<file path="src/rtl/delay_estimator.sv">
// Sweeps candidate bit delays between ref_in and dly_in, keeping the one with the fewest mismatches.
// Optional: DELAY_ESTIMATOR_EARLY_STOP_EN ends the sweep at the first zero-mismatch candidate.
module delay_estimator #(
  parameter int LENGTH = 63,
  parameter int WIDTH  = 4,
  parameter int WINDOW = 64,
  parameter int SEL_W  = $clog2((LENGTH+1)*WIDTH),
  parameter int CNT_W  = $clog2(WINDOW*WIDTH+1)
) (
  input  logic             clk,
  input  logic             nrst,
  input  logic             ena,
  input  logic [WIDTH-1:0] ref_in,
  input  logic [WIDTH-1:0] dly_in,
  input  logic             start,
  output logic             busy,
  output logic             done,
  output logic             valid,
  output logic [SEL_W-1:0] sel_out,
  output logic [CNT_W-1:0] err_cnt
);

  localparam int HW    = (LENGTH+1)*WIDTH;
  localparam int NCAND = LENGTH*WIDTH+1;
  localparam int FW    = (LENGTH > 1) ? $clog2(LENGTH) : 1;
  localparam int WW    = (WINDOW > 1) ? $clog2(WINDOW) : 1;
  localparam logic [SEL_W-1:0] LAST_D   = SEL_W'(NCAND-1);
  localparam logic [FW-1:0]    FILL_END = FW'(LENGTH-1);
  localparam logic [WW-1:0]    WIN_END  = WW'(WINDOW-1);

  typedef enum logic [2:0] {IDLE, FILL, MEASURE, EVAL, DONE} state_t;

  state_t                  state_q, state_d;
  logic [HW-WIDTH-1:0]     hist_q, hist_d;
  logic [FW-1:0]           fill_q, fill_d;
  logic [WW-1:0]           win_q, win_d;
  logic [SEL_W-1:0]        d_q, d_d;
  logic [SEL_W-1:0]        bsel_q, bsel_d;
  logic [SEL_W-1:0]        sel_q, sel_d;
  logic [CNT_W-1:0]        acc_q, acc_d;
  logic [CNT_W-1:0]        best_q, best_d;
  logic [CNT_W-1:0]        err_q, err_d;
  logic                    valid_q, valid_d;
  logic [HW-1:0]           hist;
  logic [WIDTH-1:0]        win;

  function automatic logic [CNT_W-1:0] popcnt(input logic [WIDTH-1:0] v);
    logic [CNT_W-1:0] c;
    c = '0;
    for (int unsigned i = 0; i < WIDTH; i++) c = c + CNT_W'(v[i]);
    return c;
  endfunction

  // Element 0 is the live ref_in; higher elements are progressively older samples.
  assign hist = {hist_q, ref_in};
  assign win  = hist[d_q +: WIDTH];

  assign busy    = (state_q != IDLE);
  assign done    = (state_q == DONE);
  assign valid   = valid_q;
  assign sel_out = sel_q;
  assign err_cnt = err_q;

  always_ff @(posedge clk) begin
    if (!nrst) begin
      state_q <= IDLE;
      hist_q  <= '0;
      fill_q  <= '0;
      win_q   <= '0;
      d_q     <= '0;
      bsel_q  <= '0;
      sel_q   <= '0;
      acc_q   <= '0;
      best_q  <= '0;
      err_q   <= '0;
      valid_q <= 1'b0;
    end else begin
      state_q <= state_d;
      hist_q  <= hist_d;
      fill_q  <= fill_d;
      win_q   <= win_d;
      d_q     <= d_d;
      bsel_q  <= bsel_d;
      sel_q   <= sel_d;
      acc_q   <= acc_d;
      best_q  <= best_d;
      err_q   <= err_d;
      valid_q <= valid_d;
    end
  end

  always_comb begin
    state_d = state_q;
    hist_d  = ena ? hist[HW-WIDTH-1:0] : hist_q;
    fill_d  = fill_q;
    win_d   = win_q;
    d_d     = d_q;
    bsel_d  = bsel_q;
    sel_d   = sel_q;
    acc_d   = acc_q;
    best_d  = best_q;
    err_d   = err_q;
    valid_d = valid_q;
    case (state_q)
      IDLE: begin
        if (start) begin
          state_d = FILL;
          fill_d  = '0;
          win_d   = '0;
          d_d     = '0;
          acc_d   = '0;
          best_d  = '1;
          valid_d = 1'b0;
        end
      end
      FILL: begin
        if (ena) begin
          if (fill_q == FILL_END) begin
            state_d = MEASURE;
            d_d     = '0;
          end else begin
            fill_d = fill_q + 1'b1;
          end
        end
      end
      MEASURE: begin
        if (ena) begin
          acc_d = acc_q + popcnt(dly_in ^ win);
          if (win_q == WIN_END) begin
            win_d   = '0;
            state_d = EVAL;
          end else begin
            win_d = win_q + 1'b1;
          end
        end
      end
      EVAL: begin
        acc_d = '0;
        // Strict compare keeps the lowest candidate on ties.
        if (acc_q < best_q) begin
          best_d = acc_q;
          bsel_d = d_q;
        end
`ifdef DELAY_ESTIMATOR_EARLY_STOP_EN
        if (acc_q == '0 || d_q == LAST_D) begin
          state_d = DONE;
        end else begin
          d_d     = d_q + 1'b1;
          state_d = MEASURE;
        end
`else
        if (d_q == LAST_D) begin
          state_d = DONE;
        end else begin
          d_d     = d_q + 1'b1;
          state_d = MEASURE;
        end
`endif
      end
      DONE: begin
        sel_d   = bsel_q;
        err_d   = best_q;
        valid_d = 1'b1;
        state_d = IDLE;
      end
      default: state_d = IDLE;
    endcase
  end

endmodule
</file>
<file path="config.mk">
export PLATFORM = sky130hd
export DESIGN_NAME = delay_estimator
export DESIGN_NICKNAME = d
export VERILOG_FILES = /design/src/rtl/delay_estimator.sv
export SDC_FILE = /design/constraint.sdc
export NUM_CORES = 1
export LEC_CHECK = 0
export BUFFER_PORTS_ARGS = -buffer_cell sky130_fd_sc_hd__buf_2
export CAP_MARGIN = 30
export CORE_MARGIN = 2
export CORE_UTILIZATION = 58
export DETAILED_ROUTE_END_ITERATION = 12
export GPL_TIMING_DRIVEN = 0
export PLACE_DENSITY_LB_ADDON = 0.12
export SLEW_MARGIN = 20
export SYNTH_ARGS = -nofsm -noshare
export SYNTH_HDL_FRONTEND = slang
export SYNTH_SLANG_ARGS = --single-unit
</file>
<file path="constraint.sdc">
create_clock -name clk -period 3.92 [get_ports clk]
set_input_delay 0.392 -clock clk [delete_from_list [all_inputs] [get_ports clk]]
set_output_delay 0.392 -clock clk [all_outputs]
set_load 0.05 [all_outputs]
</file>
# Yosys cells after proc, flatten, opt, wreduce, memory -nomap -nowiden
# Index checks and enable logic that the tools add are counted.
# word_totals
regBits,319
in_bits,12
out_inout_bits,20
elab_cells,79
# op_classes
addsub,7
order_cmp,1
eq_ne,15
n_shift,1
mux,27
n_bitwise,1
n_reduce_logical,16
# ops
operator,count
indexed part select 256 x 9 -> 4 bit,1
two-way mux 9 bit,4
two-way mux 8 bit,4
two-way mux 6 bit,5
case mux 9 bit (3 select lines),1
case mux 6 bit (2 select lines),2
case mux 8 bit (3 select lines),1
two-way mux 3 bit,6
case mux 9 bit (2 select lines),1
"!= test 2 bit, second input constant",8
"adder 6 x 1 -> 6 bit, second input constant",2
"== test 6 bit, second input constant",2
case mux 3 bit (4 select lines),1
AND reduction 5 bit,2
adder 9 x 4 -> 9 bit,1
< comparator 9 bit,1
AND reduction 3 bit,3
nonzero test 3 bit,3
"adder 8 x 1 -> 8 bit, second input constant",1
"== test 8 bit, second input constant",1
nonzero test 2 bit,4
"== test 3 x 2 -> 1 bit, second input constant",2
adder 3 x 1 -> 4 bit,1
AND reduction 2 bit,2
other kinds (9),9

# Longest topological paths before layout
# logic_depth
word_depth,8
depth_mapped,21
mapped_depth_nobuf,17

# Worst setup path before layout
# OpenSTA, ideal clock, no wires.
# synth_path
kind,reg-to-reg
from,register d_q[0]
to,register acc_q[8]
setup_ns,0.123
arrival_ns,3.971
t_required_ns,3.797
slack_ns,-0.174
path_stages_with_launch,20
path_buffers,4
period_less_slack_ns,4.094
path_cell_list,dfxtp_1 > buf_6 > buf_8 > buf_4 > buf_2 > mux4_2 > a22oi_1 > a21oi_1 > o31ai_1 > o31ai_1 > o21ai_1 > xor2_1 > fa_1 > fa_1 > inv_1 > fa_1 > and3_1 > nand4_1 > xor2_1 > nor2_1
# synth_between
elab_chain_len,8
# synth_rtl
item,line,source
start: declaration,37,"logic [SEL_W-1:0] d_q, d_d;"
start signal: assignment,70,d_q <= '0;
start signal: assignment,82,d_q <= d_d;
indexed part select 256 x 9 -> 4 bit (*),56,assign win = hist[d_q +: WIDTH];
XOR 4 bit (*),128,acc_d = acc_q + popcnt(dly_in ^ win);
adder 1 x 1 -> 2 bit,50,for (int unsigned i = 0; i < WIDTH; i++) c = c + CNT_W'(v[i]);
adder 2 x 1 -> 3 bit,50,
adder 3 x 1 -> 4 bit (*),50,
adder 9 x 4 -> 9 bit (*),128,
two-way mux 9 bit (*),127,if (ena) begin
case mux 9 bit (3 select lines) (*),104,case (state_q)
end signal: assignment,73,acc_q <= '0;
end signal: assignment,85,acc_q <= acc_d;
end: declaration,40,"logic [CNT_W-1:0] acc_q, acc_d;"
# Every way passes the cells marked *; elsewhere a longest branch is shown, timed or not. The select of a mux whose other input is x is not followed.
# A chain may end at the register's enable or synchronous reset.

# Worst setup path in the final report
# layout_path
from,register d_q[2]
to,register acc_q[8]
# Same word-level chain as after synthesis.

==> qor.yml <==
timing:
  tightest_slew_ns: 1.12
  setup-tns-final_ns: -4.39
  final_max_slew_viol_count: 0
  post-route-min-period_ns: 4.52
  setup_slack_ns: -0.604
  clock_skew_ns: 0.0139
  final_hold_viol_count: 0
  whs_ns: 0.143
  max-slew-margin-rel: 0.256
  clock.fmax_mhz: 221
  period_share: 1.15
  setup-violations-final: 9
  rsz0062_at_grt: "true"
clock_tree:
  cts_buffers: 36
  cts_sinks: 319
  root_buffer: "clkbuf_16"
  cts_tree: "done"
  path_clk_slew_ns: 0.06
  htree_levels: 2
  insertion_delay_ns: 0.57
  clockBufferDepth: 3
  postCtsHoldBufs: 0
critical_path:
  cp_max_fo: 10
  worst-path-buf-inv: 3
  endpoint_kind: "flop"
  cp_num_cells: 16
  path_delay_family: "buffers and inverters"
  critPathLaunchType: "flop"
  slowest_delay_ns: 0.54
  cp_common_cell: "fa_2"
  arrival_ns: 4.96
  reg2regPathDepth: 16
  slowest_stage: "clkbuf_2"
  crit_type: "reg -> reg"
  cp.required_ns: 4.36
  crit_chain: "nor2b_1 -> buf_1 -> clkbuf_2 -> a32oi_1 -> a21oi_1 -> o41ai_2 -> a22o_2 -> xor2_2 -> fa_1 -> fa_2 -> inv_2 -> fa_2 -> and3_4 -> nand4_1 -> xor2_1 -> nor2_1"
route:
  vias_per_cell: 6.96
  ant_nets: 0
  drtPass1Iterations: 6
  wl_per_cell_um: 29.9
  drt_iter0_drc: 2347
  drc: 0
  wl_um: 74100
  vias: 17271
synthesis:
  synth_edf_count: 0
  yosysUniqueCellTypes: 67
  synth_ff_type: "dfxtp_1"
  async_reset_ff_frac: 0
  yosysSeqAreaShare: 0.313
  synth_nets: 1916
  syn_inst: 1887
  synth.avg_cell_area_um2: 10.8
  yosysWarnings: 0
  netlist_area_um2: 20400
  ys_ff_latch: 319
hold_path:
  min_path_cells: 3
  hold_path_class: "in -> reg"
global_routing:
  grt_usage: 0.409
  grt_overflow: 0
  first_global_vias: 16899
  antenna_found_initial: 0
  grt_max_degree: 14
  grt_pass1_wl_um: 109000
run_status:
  status: "complete, but fails checks"
  violations: "negative setup slack"
final_layout:
  fin_cells: 2481
  drive_above_1_share: 0.243
  layout_commonest_cell: "mux2i_1"
  layout_common_cells: "mux2i_1, dfxtp_1, nor2b_1"
  syn_to_final_growth_pct: 15.4
  layout.nets: 2030
die:
  fp.dieH_um: 192
  ios: 32
  fp.dieW_um: 192
  dieArea_um2: 36700
  start_util: 0.589
  rows: 68
  core_area_um2: 34600
placed_design:
  dp.cells: 2373
  hpwl_um: 51300
  dp_slack_ns: -1.57
  portBuffers: 29
  routabilityCongestion: 1.11
power:
  powerDensity_nw_per_um2: 310
  ir_drop_mv: 0.410
  power.static_leakage_nw: 8.38
  fin_total_pwr_mw: 7.30
job:
  max-cap-violations: 0
flip-flops by register name (all words and copies together) (netlist names), 8 cells and up:
signal and count:
hist_q 252, d_q 8, bsel_q 8, acc_q 9
best_q 9, sel_out 8, err_cnt 9
cell usage after synthesis, types with 20 or more instances:
library cell  number  area [um^2]
buf_1             29          109
a21boi_0          21          158
nand2_1          125          469
dfxtp_1          319         6390
nor3_1            20          100
mux4_2           191         4300
clkbuf_1          70          263
nor2b_1          279         1750
nor2_1            56          210
a22oi_1           28          210
buf_2             40          200
mux2i_1          355         3550
a21oi_1           46          230
o21ai_0           28          140
worst paths after layout:
path | to | slack (ns) | start
worst max register to register | acc_q[8]$_SDFFE_PN0P_ | -0.60 | d_q[2]$_SDFFE_PN0P_
worst min register to register | sel_out[1]$_SDFFE_PN0P_ | 0.46 | sel_out[1]$_SDFFE_PN0P_
worst min-delay path | hist_q[0]$_SDFFE_PN0P_ | 0.14 | ref_in[0]
worst max-delay path | acc_q[8]$_SDFFE_PN0P_ | -0.60 | d_q[2]$_SDFFE_PN0P_
repair_timing:
item                                   CTS  global route
pin swaps                               15            16
buffers inserted                        23            22
gates resized for setup                176            43
endpoints found under the hold margin    0             0
setup endpoints to repair                9             9
per-layer routing:
metal,wire (um),up-vias,GRT usage
met5,0,-,0
met4,5460,0,0.251
met3,8910,334,0.113
met2,32000,1255,0.616
met1,27800,8398,0.522
li1,-,7284,-
report_power, final:
part	switching (mW)	internal [mW]	total (mW)
Combinational	0.319	0.258	0.576
Clock	1.44	1.98	3.42
Sequential	0.0343	3.27	3.30
Total	1.80	5.51	7.30
tightest hold or removal path, cell delays in order:
cell     delay, ns
buf_2         0.09
mux2i_1       0.08
nor2b_1       0.10
area by class of cell:
type / instances / area [um^2]
Multi-Input combinational cell: 1385 / 13400
Fill cell: 2722 / 11100
Sequential cell: 319 / 6390
Buffer: 165 / 1430
Clock buffer: 47 / 1020
Tap cell: 455 / 569
Timing Repair Buffer: 77 / 549
Clock inverter: 15 / 146
Inverter: 17 / 66.3
Antenna cell: 1 / 2.50
logic make-up (layout without fill, tap and decap cells):
group           after synthesis  after routing  share of synthesized area
mux                         558            558                      0.392
simple gates                542            542                      0.143
flops                       319            319                      0.313
compound gates              245            245                     0.0851
buf+inv                     183            321                     0.0464
xor+xnor                     23             23                    0.00987
fa+ha+maj                    17             17                     0.0115
other cells                   0              1                          0
stage by stage:
stage          utilization  area [um^2]
3_5_place_dp         0.612        21200
5_1_grt              0.680        23500
6_report             0.680        23500
3_3_place_gp         0.612        21200
2_1_floorplan            -        20500
4_1_cts              0.669        23200
Note: power is estimated with default switching activity, not from simulation.
